$ cat config.mk
export PLATFORM = sky130hd
export DESIGN_NAME = led_frame_sequencer_flat
export DESIGN_NICKNAME = d
export VERILOG_FILES = /design/src/rtl/led_seq_pkg.sv /design/src/rtl/led_frame_sequencer_if.sv /design/src/rtl/led_seq_counters.sv /design/src/rtl/led_frame_sequencer.sv /design/src/flat_wrapper.sv
export SDC_FILE = /design/constraint.sdc
export NUM_CORES = 1
export LEC_CHECK = 0
export ABC_AREA = 1
export CORE_ASPECT_RATIO = 1.5
export CORE_MARGIN = 2
export CORE_UTILIZATION = 36
export CTS_CLUSTER_DIAMETER = 200
export DETAILED_ROUTE_END_ITERATION = 10
export GPL_TIMING_DRIVEN = 0
export PLACE_DENSITY = 0.57
export SETUP_SLACK_MARGIN = 0.1
export SYNTH_ARGS = -nofsm -noshare
export SYNTH_HDL_FRONTEND = slang
export SYNTH_HIERARCHICAL = 1
export SYNTH_SLANG_ARGS = --single-unit
export TNS_END_PERCENT = 50
$ cat constraint.sdc
create_clock -name clk -period 2.7 [get_ports clk]
set_input_delay 0.54 -clock clk [delete_from_list [all_inputs] [get_ports clk]]
set_output_delay 0.54 -clock clk [all_outputs]
set_load 0.01 [all_outputs]
$ cat src/rtl/led_seq_pkg.sv
// Shared types and defaults for the LED frame sequencer.
// Optional build macro: LED_SEQ_PARITY_EN (even-parity check on the captured word).
package led_seq_pkg;

  localparam int unsigned DEF_WORD_BITS = 32;
  localparam int unsigned DEF_MAX_WORDS = 4096;

  typedef enum logic [1:0] {
    ST_IDLE    = 2'd0,
    ST_CAPTURE = 2'd1,
    ST_FORWARD = 2'd2,
    ST_TEST    = 2'd3
  } led_state_e;

  // Ceiling log2, never below 1 so derived counter widths stay legal.
  function automatic int unsigned clog2(input int unsigned v);
    int unsigned r;
    r = 0;
    for (int unsigned i = 0; i < 32; i++) begin
      if ((64'(1) << i) < 64'(v)) r = i + 1;
    end
    return (r == 0) ? 1 : r;
  endfunction

endpackage

$ cat src/rtl/led_frame_sequencer_if.sv
// Bit-decoder input and PWM/re-encoder output bundle of the LED frame sequencer.
// Optional build macro: LED_SEQ_PARITY_EN adds parity_err.
interface led_frame_sequencer_if #(
  parameter int unsigned WORD_BITS = 32
);
  logic                 in_sync;
  logic                 in_clk;
  logic                 in_bit;
  logic [WORD_BITS-1:0] led_word;
  logic                 led_valid;
  logic                 fwd_strobe;
  logic                 fwd_bit;
  logic                 test_mode;
  logic [1:0]           state;
`ifdef LED_SEQ_PARITY_EN
  logic                 parity_err;

  modport master (output in_sync, in_clk, in_bit,
                  input  led_word, led_valid, fwd_strobe, fwd_bit, test_mode, state, parity_err);
  modport slave  (input  in_sync, in_clk, in_bit,
                  output led_word, led_valid, fwd_strobe, fwd_bit, test_mode, state, parity_err);
`else
  modport master (output in_sync, in_clk, in_bit,
                  input  led_word, led_valid, fwd_strobe, fwd_bit, test_mode, state);
  modport slave  (input  in_sync, in_clk, in_bit,
                  output led_word, led_valid, fwd_strobe, fwd_bit, test_mode, state);
`endif
endinterface

$ cat src/rtl/led_seq_counters.sv
// Bit and word counters for the frame sequencer; flags are registered so the FSM
// sees "this strobe ends the word" and "this is the last allowed word" directly.
module led_seq_counters
  import led_seq_pkg::*;
#(
  parameter int unsigned WORD_BITS = DEF_WORD_BITS,
  parameter int unsigned MAX_WORDS = DEF_MAX_WORDS,
  parameter int unsigned CW        = clog2(MAX_WORDS)
) (
  input  logic clk,
  input  logic rst,
  input  logic cnt_clr,
  input  logic bit_inc,
  input  logic word_set1,
  input  logic word_inc,
  output logic bit_wrap,
  output logic word_last
);

  localparam int unsigned BW = clog2(WORD_BITS);

  logic [BW-1:0] bit_cnt_q, bit_cnt_d;
  logic [CW-1:0] word_cnt_q, word_cnt_d;
  logic          bit_wrap_q, bit_wrap_d;
  logic          word_last_q, word_last_d;

  // Word counter saturates at MAX_WORDS-1 and never wraps.
  always_comb begin
    bit_cnt_d  = bit_cnt_q;
    word_cnt_d = word_cnt_q;
    if (cnt_clr) begin
      bit_cnt_d  = '0;
      word_cnt_d = '0;
    end else begin
      if (bit_inc) bit_cnt_d = bit_wrap_q ? '0 : bit_cnt_q + BW'(1);
      if (word_set1)                       word_cnt_d = CW'(1);
      else if (word_inc && !word_last_q)   word_cnt_d = word_cnt_q + CW'(1);
    end
    bit_wrap_d  = (bit_cnt_d == BW'(WORD_BITS - 1));
    word_last_d = (word_cnt_d == CW'(MAX_WORDS - 1));
  end

  always_ff @(posedge clk) begin
    if (rst) begin
      bit_cnt_q   <= '0;
      word_cnt_q  <= '0;
      bit_wrap_q  <= 1'b0;
      word_last_q <= 1'b0;
    end else begin
      bit_cnt_q   <= bit_cnt_d;
      word_cnt_q  <= word_cnt_d;
      bit_wrap_q  <= bit_wrap_d;
      word_last_q <= word_last_d;
    end
  end

  assign bit_wrap  = bit_wrap_q;
  assign word_last = word_last_q;

endmodule

$ cat src/rtl/led_frame_sequencer.sv
// Frame sequencer: captures the first word of a frame as this LED's data and forwards the rest.
// Optional build macro: LED_SEQ_PARITY_EN (even-parity check, parity_err pulse).
module led_frame_sequencer
  import led_seq_pkg::*;
#(
  parameter int unsigned WORD_BITS = DEF_WORD_BITS,
  parameter int unsigned MAX_WORDS = DEF_MAX_WORDS,
  parameter int unsigned CW        = clog2(MAX_WORDS)
) (
  input logic                  clk,
  input logic                  rst,
  led_frame_sequencer_if.slave bus
);

  led_state_e           state_q, state_d;
  logic [WORD_BITS-1:0] shift_q, shift_d;
  logic [WORD_BITS-1:0] led_word_q, led_word_d;
  logic                 led_valid_q, led_valid_d;
  logic                 fwd_strobe_q, fwd_strobe_d;
  logic                 fwd_bit_q, fwd_bit_d;
  logic                 test_mode_q, test_mode_d;
  logic                 parity_err_q, parity_err_d;
  logic [WORD_BITS-1:0] shift_nxt;
  logic                 cnt_clr, bit_inc, word_set1, word_inc;
  logic                 bit_wrap, word_last;

  assign shift_nxt = {shift_q[WORD_BITS-2:0], bus.in_bit};

  led_seq_counters #(
    .WORD_BITS (WORD_BITS),
    .MAX_WORDS (MAX_WORDS),
    .CW        (CW)
  ) u_counters (
    .clk       (clk),
    .rst       (rst),
    .cnt_clr   (cnt_clr),
    .bit_inc   (bit_inc),
    .word_set1 (word_set1),
    .word_inc  (word_inc),
    .bit_wrap  (bit_wrap),
    .word_last (word_last)
  );

  always_comb begin
    state_d      = state_q;
    shift_d      = shift_q;
    led_word_d   = led_word_q;
    led_valid_d  = 1'b0;
    fwd_strobe_d = 1'b0;
    fwd_bit_d    = fwd_bit_q;
    test_mode_d  = test_mode_q;
    parity_err_d = 1'b0;
    cnt_clr      = 1'b0;
    bit_inc      = 1'b0;
    word_set1    = 1'b0;
    word_inc     = 1'b0;

    // A frame gap aborts everything except test mode; a coincident bit is dropped.
    if (state_q != ST_TEST && !bus.in_sync) begin
      state_d = ST_IDLE;
      shift_d = '0;
      cnt_clr = 1'b1;
    end else begin
      unique case (state_q)
        ST_IDLE: begin
          state_d = ST_CAPTURE;
          if (bus.in_clk) begin
            shift_d = shift_nxt;
            bit_inc = 1'b1;
          end
        end
        ST_CAPTURE: begin
          if (bus.in_clk) begin
            shift_d = shift_nxt;
            bit_inc = 1'b1;
            if (bit_wrap) begin
              word_set1 = 1'b1;
              state_d   = ST_FORWARD;
`ifdef LED_SEQ_PARITY_EN
              if (^shift_nxt == 1'b0) begin
                led_word_d  = shift_nxt;
                led_valid_d = 1'b1;
              end else begin
                parity_err_d = 1'b1;
              end
`else
              led_word_d  = shift_nxt;
              led_valid_d = 1'b1;
`endif
            end
          end
        end
        ST_FORWARD: begin
          if (bus.in_clk) begin
            fwd_strobe_d = 1'b1;
            fwd_bit_d    = bus.in_bit;
            bit_inc      = 1'b1;
            if (bit_wrap) begin
              if (word_last) begin
                state_d     = ST_TEST;
                test_mode_d = 1'b1;
              end else begin
                word_inc = 1'b1;
              end
            end
          end
        end
        ST_TEST: begin
          if (bus.in_clk) begin
            fwd_strobe_d = 1'b1;
            fwd_bit_d    = bus.in_bit;
          end
        end
        default: state_d = ST_IDLE;
      endcase
    end
  end

  always_ff @(posedge clk) begin
    if (rst) begin
      state_q      <= ST_IDLE;
      shift_q      <= '0;
      led_word_q   <= '0;
      led_valid_q  <= 1'b0;
      fwd_strobe_q <= 1'b0;
      fwd_bit_q    <= 1'b0;
      test_mode_q  <= 1'b0;
      parity_err_q <= 1'b0;
    end else begin
      state_q      <= state_d;
      shift_q      <= shift_d;
      led_word_q   <= led_word_d;
      led_valid_q  <= led_valid_d;
      fwd_strobe_q <= fwd_strobe_d;
      fwd_bit_q    <= fwd_bit_d;
      test_mode_q  <= test_mode_d;
      parity_err_q <= parity_err_d;
    end
  end

  assign bus.led_word   = led_word_q;
  assign bus.led_valid  = led_valid_q;
  assign bus.fwd_strobe = fwd_strobe_q;
  assign bus.fwd_bit    = fwd_bit_q;
  assign bus.test_mode  = test_mode_q;
  assign bus.state      = 2'(state_q);
`ifdef LED_SEQ_PARITY_EN
  assign bus.parity_err = parity_err_q;
`else
  logic unused_parity;
  assign unused_parity = parity_err_q;
`endif

endmodule

$ cat src/flat_wrapper.sv
// flat-port wrapper written by rule: the top's interface ports become plain ports
module led_frame_sequencer_flat import led_seq_pkg::*;
#(
  parameter int unsigned WORD_BITS = DEF_WORD_BITS,
  parameter int unsigned MAX_WORDS = DEF_MAX_WORDS,
  parameter int unsigned CW        = clog2(MAX_WORDS)
)
  (clk, rst, bus_in_sync, bus_in_clk, bus_in_bit, bus_led_word, bus_led_valid, bus_fwd_strobe, bus_fwd_bit, bus_test_mode, bus_state);
  led_frame_sequencer_if #(.WORD_BITS(WORD_BITS)) bus_i ();
  input logic clk;
  input logic rst;
  input wire logic [$bits(bus_i.in_sync)-1:0] bus_in_sync;
  input wire logic [$bits(bus_i.in_clk)-1:0] bus_in_clk;
  input wire logic [$bits(bus_i.in_bit)-1:0] bus_in_bit;
  output wire logic [$bits(bus_i.led_word)-1:0] bus_led_word;
  output wire logic [$bits(bus_i.led_valid)-1:0] bus_led_valid;
  output wire logic [$bits(bus_i.fwd_strobe)-1:0] bus_fwd_strobe;
  output wire logic [$bits(bus_i.fwd_bit)-1:0] bus_fwd_bit;
  output wire logic [$bits(bus_i.test_mode)-1:0] bus_test_mode;
  output wire logic [$bits(bus_i.state)-1:0] bus_state;
  assign bus_i.in_sync = bus_in_sync;
  assign bus_i.in_clk = bus_in_clk;
  assign bus_i.in_bit = bus_in_bit;
  assign bus_led_word = bus_i.led_word;
  assign bus_led_valid = bus_i.led_valid;
  assign bus_fwd_strobe = bus_i.fwd_strobe;
  assign bus_fwd_bit = bus_i.fwd_bit;
  assign bus_test_mode = bus_i.test_mode;
  assign bus_state = bus_i.state;
  led_frame_sequencer #(.WORD_BITS(WORD_BITS), .MAX_WORDS(MAX_WORDS), .CW(CW)) u_core (.clk(clk), .rst(rst), .bus(bus_i));
endmodule
-- After elaboration in Yosys (flattened, before gate mapping)
Cells that the tools add are included.
- bits of input ports: 5
- logic and storage cells: 67
- bits in registers: 88
- output and inout bits: 38
- bitwise operators: 2
- reductions and logical operators: 16
- equal/unequal tests: 11
- add/sub/neg operators: 2
- muxes and demuxes: 25
- operators with widths (cell ; number):
    2-to-1 mux 12 bit ; 3
    2-to-1 mux 5 bit ; 3
    2-to-1 mux 1 bit ; 13
    adder 12 x 1 -> 12 bit (second input constant) ; 1
    == test 12 bit (second input constant) ; 1
    inequality test 2 bit (second input constant) ; 6
    2-to-1 mux 2 bit ; 5
    one-hot mux 2 bit (3 select lines) ; 1
    AND reduction 6 bit ; 1
    OR reduction 2 bit ; 3
    OR reduction 3 bit ; 2
    adder 5 x 1 -> 5 bit (second input constant) ; 1
    == test 5 bit (second input constant) ; 1
    AND reduction 5 bit ; 1
    == test 2 bit (second input constant) ; 2
    AND reduction 4 bit ; 1
    AND reduction 3 bit ; 1
    nonzero test 3 bit ; 1
    == test 2 x 1 -> 1 bit (second input constant) ; 1
    logical AND 1 bit ; 2
    logical NOT 1 bit ; 2
    logical NOT 2 bit ; 1
    inverter 1 bit ; 2
    AND reduction 2 bit ; 1

-- Longest topological paths before layout
- word-level depth: 10
- gate-level depth with buffers: 14
- mapped depth without buffers: 14

-- Cells and area by module
Netlist, hierarchy kept.
- by module, submodules not included (module ; area each (µm²) ; sequential area each (µm²) ; times used ; cells each):
    led_frame_sequencer ; 2528.7 ; 1381.3 ; 1 ; 322
    led_seq_counters ; 999.7 ; 380.4 ; 1 ; 156

-- Worst setup path after synthesis
Ideal clock, no wire load.
- path type: register to register
- start: register u_core.state_q[1], in the netlist u_core/bus.state[1]
- end: register u_core.u_counters.word_last_q, in the netlist u_core/u_counters/word_last
- data arrival time: 2.017 ns
- stages on the path, launching flop included: 11
- setup slack: 0.573 ns
- setup time: 0.110 ns
- data required time: 2.590 ns
- cells stage by stage: dfxtp_1 ha_1 inv_1 nor4_1 nand3_1 nor2_2 nand2_1 o21ai_1 nand2_1 nand3_1 nor2_1
- word-level cells in the longest chain between the ends: 8
- elaborated cells on any way between the ends: 14
- ends and longest elaborated chain (element ; line ; RTL):
    from (decl) ; led_frame_sequencer.sv:15 ; led_state_e state_q, state_d;
    from (signal assigned) ; led_frame_sequencer.sv:130 ; state_q <= state_d;
    == test 2 bit or inequality test 2 bit (tied branches) ; led_frame_sequencer.sv:64, led_frame_sequencer.sv:59 ;
    2-to-1 mux 1 bit or logical AND 1 bit (tied branches) ; led_frame_sequencer.sv:64, led_frame_sequencer.sv:59 ;
    2-to-1 mux 1 bit * ; led_frame_sequencer.sv:59 ; if (state_q != ST_TEST && !bus.in_sync) begin
    named net u_core.word_inc ; led_frame_sequencer.sv:24 ; logic cnt_clr, bit_inc, word_set1, word_inc;
    logical AND 1 bit * ; led_seq_counters.sv:37 ; else if (word_inc && !word_last_q) word_cnt_d = word_cnt_q + CW'(1);
    2-to-1 mux 12 bit * ; led_seq_counters.sv:37 ;
    2-to-1 mux 12 bit * ; led_seq_counters.sv:36 ; if (word_set1) word_cnt_d = CW'(1);
    2-to-1 mux 12 bit * ; led_seq_counters.sv:31 ; if (cnt_clr) begin
    == test 12 bit * ; led_seq_counters.sv:40 ; word_last_d = (word_cnt_d == CW'(MAX_WORDS - 1));
    to (signal assigned) ; led_seq_counters.sv:53 ; word_last_q <= word_last_d;
    to (decl) ; led_seq_counters.sv:25 ; logic word_last_q, word_last_d;
Mark *: on every way through the listed nets, which the timed path passes. The rest lies on a longest branch.
A chain may end at the register's enable or synchronous reset.

-- Worst setup path after layout
- start: input port bus_in_clk
- end: register u_core.u_counters.word_last_q, in the netlist u_core/u_counters/word_last
- word-level cells in the longest chain between the ends: 8
- elaborated cells on any way between the ends: 11
- ends and longest elaborated chain (element ; line ; RTL):
    from (decl) ; flat_wrapper.sv:13 ; input wire logic [$bits(bus_i.in_clk)-1:0] bus_in_clk;
    2-to-1 mux 1 bit ; led_frame_sequencer.sv:94 ; if (bus.in_clk) begin
    2-to-1 mux 1 bit ; led_frame_sequencer.sv:64 ; unique case (state_q)
    2-to-1 mux 1 bit ; led_frame_sequencer.sv:59 ;
    named net u_core.word_inc ; led_frame_sequencer.sv:24 ;
    logical AND 1 bit ; led_seq_counters.sv:37 ;
    2-to-1 mux 12 bit ; led_seq_counters.sv:37 ;
    2-to-1 mux 12 bit ; led_seq_counters.sv:36 ;
    2-to-1 mux 12 bit ; led_seq_counters.sv:31 ;
    == test 12 bit ; led_seq_counters.sv:40 ;
The timed path passes the listed nets, and every way through them passes these cells.

==> results.md <==
- The worst setup path is launched from an input port.
- The final setup violation count is 0.
- The data arrival time of the critical path is 2550 ps.
- The final cell count without fillers is 651.
- After layout, the worst setup slack is 375 ps.
- Summed over all cells, the static leakage comes to 1.93 nW.
- The HPWL after detailed placement is 5610 µm.
- The number of antenna diodes in the final layout is 0.
- The run finished with clean final reports.
- The hold slack is 454 ps.
- The growth of design area from synthesis to finish is 25.7%.
- The number of buffers added by the clock tree synthesis step is 9.
- The worst pin sits at a relative slew slack of 74.0%.
- The clock latency reported for the late side of the worst-skew pair is 330 ps.
- The overall power after layout is 0.00290 W.
- The total power divided by cell area is 653 nW/µm².
- The data required time at the worst endpoint is 2920 ps.
- The maximum number of pins on one net before global-route repair is 15.
- The count of port buffers added during placement is 42.
- The final hold violation count is 0.
- Setup repair after global routing left no endpoint under its margin.
- The floorplan step defined a die boundary enclosing 10600 µm².
- Of the total synthesized cell area, the portion taken by XOR and XNOR cells is 0.745%.
- The DRC violation total after the first TritonRoute iteration is 141.
- The aggregate routed wire length is 7670 µm.
- The H-tree was split into 3 levels.
- The endpoint class of the critical path is a register.
- After floorplanning, the core was sized to cover 9630 µm².
- For this run the aggregate overflow at the end of global routing stands at 0.
- The largest family of logic cells by synthesized area is simple AND/OR/NAND/NOR gates.
- The transition time of the tightest slew-check pin is 390 ps.
- After synthesis the netlist holds a flip-flop and latch count of 88.
- The library cells used most frequently in the layout, excluding fill and tap cells, are nor2_1 (164), dfxtp_1 (88), o21ai_0 (62), clkdlybuf4s50_1 (42), nand2_1 (42).
- In the final layout, the share of cells above drive strength 1 is 8.21%.
- The part of the cycle the worst path needs is 86.1%.
- The first detailed-routing pass took 4 iterations.
- After detailed routing, the number of remaining DRC violations is 0.
- The worst hold path class is register to register.
- After detailed routing, the number of vias per cell comes to 4.75.
- Global routing used 15.2% of the available tracks across all layers.
- For this run, the register share of the synthesized area comes to 49.9%.
- For this run, the number of Yosys warnings is 6.
- The tree is rooted in a clkbuf_16.
- The net total in the final layout is 542.
- The placement row count is 44.
- The area share of and/or/nand/nor cells after synthesis is 28.3%.
- The initial antenna violation count is 0.
- The count of hold-fix buffers inserted at cts is 0.
- The category of the critical setup timing path is input port to register.
- The number of maximum-capacitance constraint violations is 0.
- The die outline height is 125 µm.
- The number of placed instances, taps included is 635.
- After Yosys synthesis, full adders, half adders and majority gates account for 2.13% of the synthesized area.
- Routability-driven placement finished with a final weighted congestion of 0.798.
- The total nets after synthesis is 489.
- The compound-gate portion of the synthesized area is 11.5%.
- Summing every instance area after synthesis gives 3530 µm².
- The area share of the largest cell type after synthesis is 49.9%.
- Leaving out fill and tap cells, the most frequent cell in the layout is nor2_1.
- The maximum buffer depth of the clock tree is 2.
- The cell taking the most area after synthesis is dfxtp_1.
- The average instance area after synthesis is 7.38 µm².
- Timing analysis after detailed placement gives a worst setup slack of -326 ps.
- The maximum fanout along the worst path is 5.
- The final routed wire length divided by cell count is 11.8 µm.
- The number of I/O pins is 43.
- The clock slew at the register clock pins of the worst setup and hold paths is 60 ps.
- The clock period could shrink to 2330 ps.
- Post-CTS timing repair inserted 0 buffers for setup.
- In the post-synthesis netlist, the biggest area contributors are dfxtp_1 (50%), nor2_1 (17%), o21ai_0 (8.8%).
- The distinct cell type count of the synthesized netlist is 28.
- From left edge to right edge, the die measures 84.8 µm.
- For this block, the via count after detailed routing is 3090.
- Timing would allow up to 0.430 GHz.
- The count of nets left with antenna violations once routing finished came out at 0.
- The wire length of the first global-routing pass is 13100 µm.
- The peak ir drop on the vdd network is 433 µV.
- The final-report max-slew violation count is 0.
- Counting every instance in the synthesized netlist gives 478.
- Clock tree synthesis found a total of 88 sinks.
- The clock arrives with 8.22 ps of skew.
- The portion of netlist area occupied by mux cells is 0%.
- The number of global-route vias before repair is 2964.
- The initial utilization of the core area, before any placement, comes to 36.6%.
- TritonCTS built the clock tree.
==> layout make-up <==
class	instances	area, µm²
plain buffers	20	116
clock buffers	13	280
clock inverters	3	46.3
fillers	989	5200
inverters	39	146
multi-input cells	331	1520
flip-flops and latches	88	1760
well taps	115	144
repair buffers	42	420
==> path summary, 6_finish.rpt <==
check                                           from                          end  slack [ps]  cells after the start
worst min register to register  u_core/bus.test_mode         u_core/bus.test_mode         450                      2
worst max-delay path                      bus_in_clk  u_core/u_counters/word_last         370                     10
worst max register to register   u_core/bus.state[1]  u_core/u_counters/word_last         490                     10
worst min-delay path            u_core/bus.test_mode         u_core/bus.test_mode         450                      2
==> sequential cells by signal, indices dropped and copies added, names as in the netlist <==
signal / count
u_core/bus.fwd_bit: 1
u_core/bus.fwd_strobe: 1
u_core/bus.led_valid: 1
u_core/bus.led_word: 32
u_core/bus.state: 2
u_core/bus.test_mode: 1
u_core/shift_q: 31
u_core/u_counters/bit_cnt_q: 5
u_core/u_counters/bit_wrap: 1
u_core/u_counters/word_cnt_q: 12
u_core/u_counters/word_last: 1
==> timing repair <==
| item | 4_1_cts | 5_1_grt |
|---|---|---|
| gates resized for setup | 1 | 1 |
| pin swaps | 0 | 0 |
| hold endpoints to repair | 0 | 0 |
| endpoints found under the setup margin | 1 | 1 |
==> worst max-delay path, stage by stage <==
cell             delay [ps]
clkdlybuf4s50_1         560
nand2_1                 150
nor4_4                  340
nand3_1                 210
nor2_2                  240
nand2_1                 110
o21ai_1                 170
nand2_1                  80
nand3_1                 100
nor2_1                   50
==> logic make-up (layout without fill, tap and decap cells) <==
logic type / Yosys count / count (layout)
fa+ha+maj: 6 / 6
simple gates: 242 / 242
compound gates: 80 / 80
xor+xnor: 3 / 3
buf+inv: 59 / 117
flops: 88 / 88
==> through the flow <==
step           TNS [ps]  utilization [%]  area [µm²]
2_1_floorplan         0                -        3530
3_3_place_gp       -534             42.5        4090
3_5_place_dp       -723             42.5        4090
4_1_cts               0             45.9        4430
5_1_grt               0             46.0        4430
6_report              0             46.0        4430
==> report_power, final <==
group	internal (W)	leakage (nW)	total (W)	switching, W
Combinational	0.0000778	1.06	0.000217	0.000139
Sequential	0.00133	0.712	0.00136	0.0000289
Clock	0.000821	0.158	0.00132	0.000495
==> Yosys cell counts (all sizes together) <==
cell    count
nor2      169
dfxtp      88
o21ai      69
nand2      45
inv        39
buf        17
nand3      10
a21oi       9
nand4       8
ha          6
nor3        5
clkbuf      3
nand3b      2
nor4        2
xor2        2
and2        1
o211ai      1
o21bai      1
xnor2       1
==> layer usage <==
| metal | GRT usage (%) | routed length [µm] | part of all wire, % |
|---|---|---|---|
| met1 | 17.7 | 3520 | 46 |
| met4 | 6.35 | 108 | 1.4 |
| met2 | 25.8 | 3810 | 50 |
| met3 | 4.16 | 234 | 3.1 |
| met5 | 0 | 0 | 0 |
Note: power is estimated with default switching activity, not from simulation.
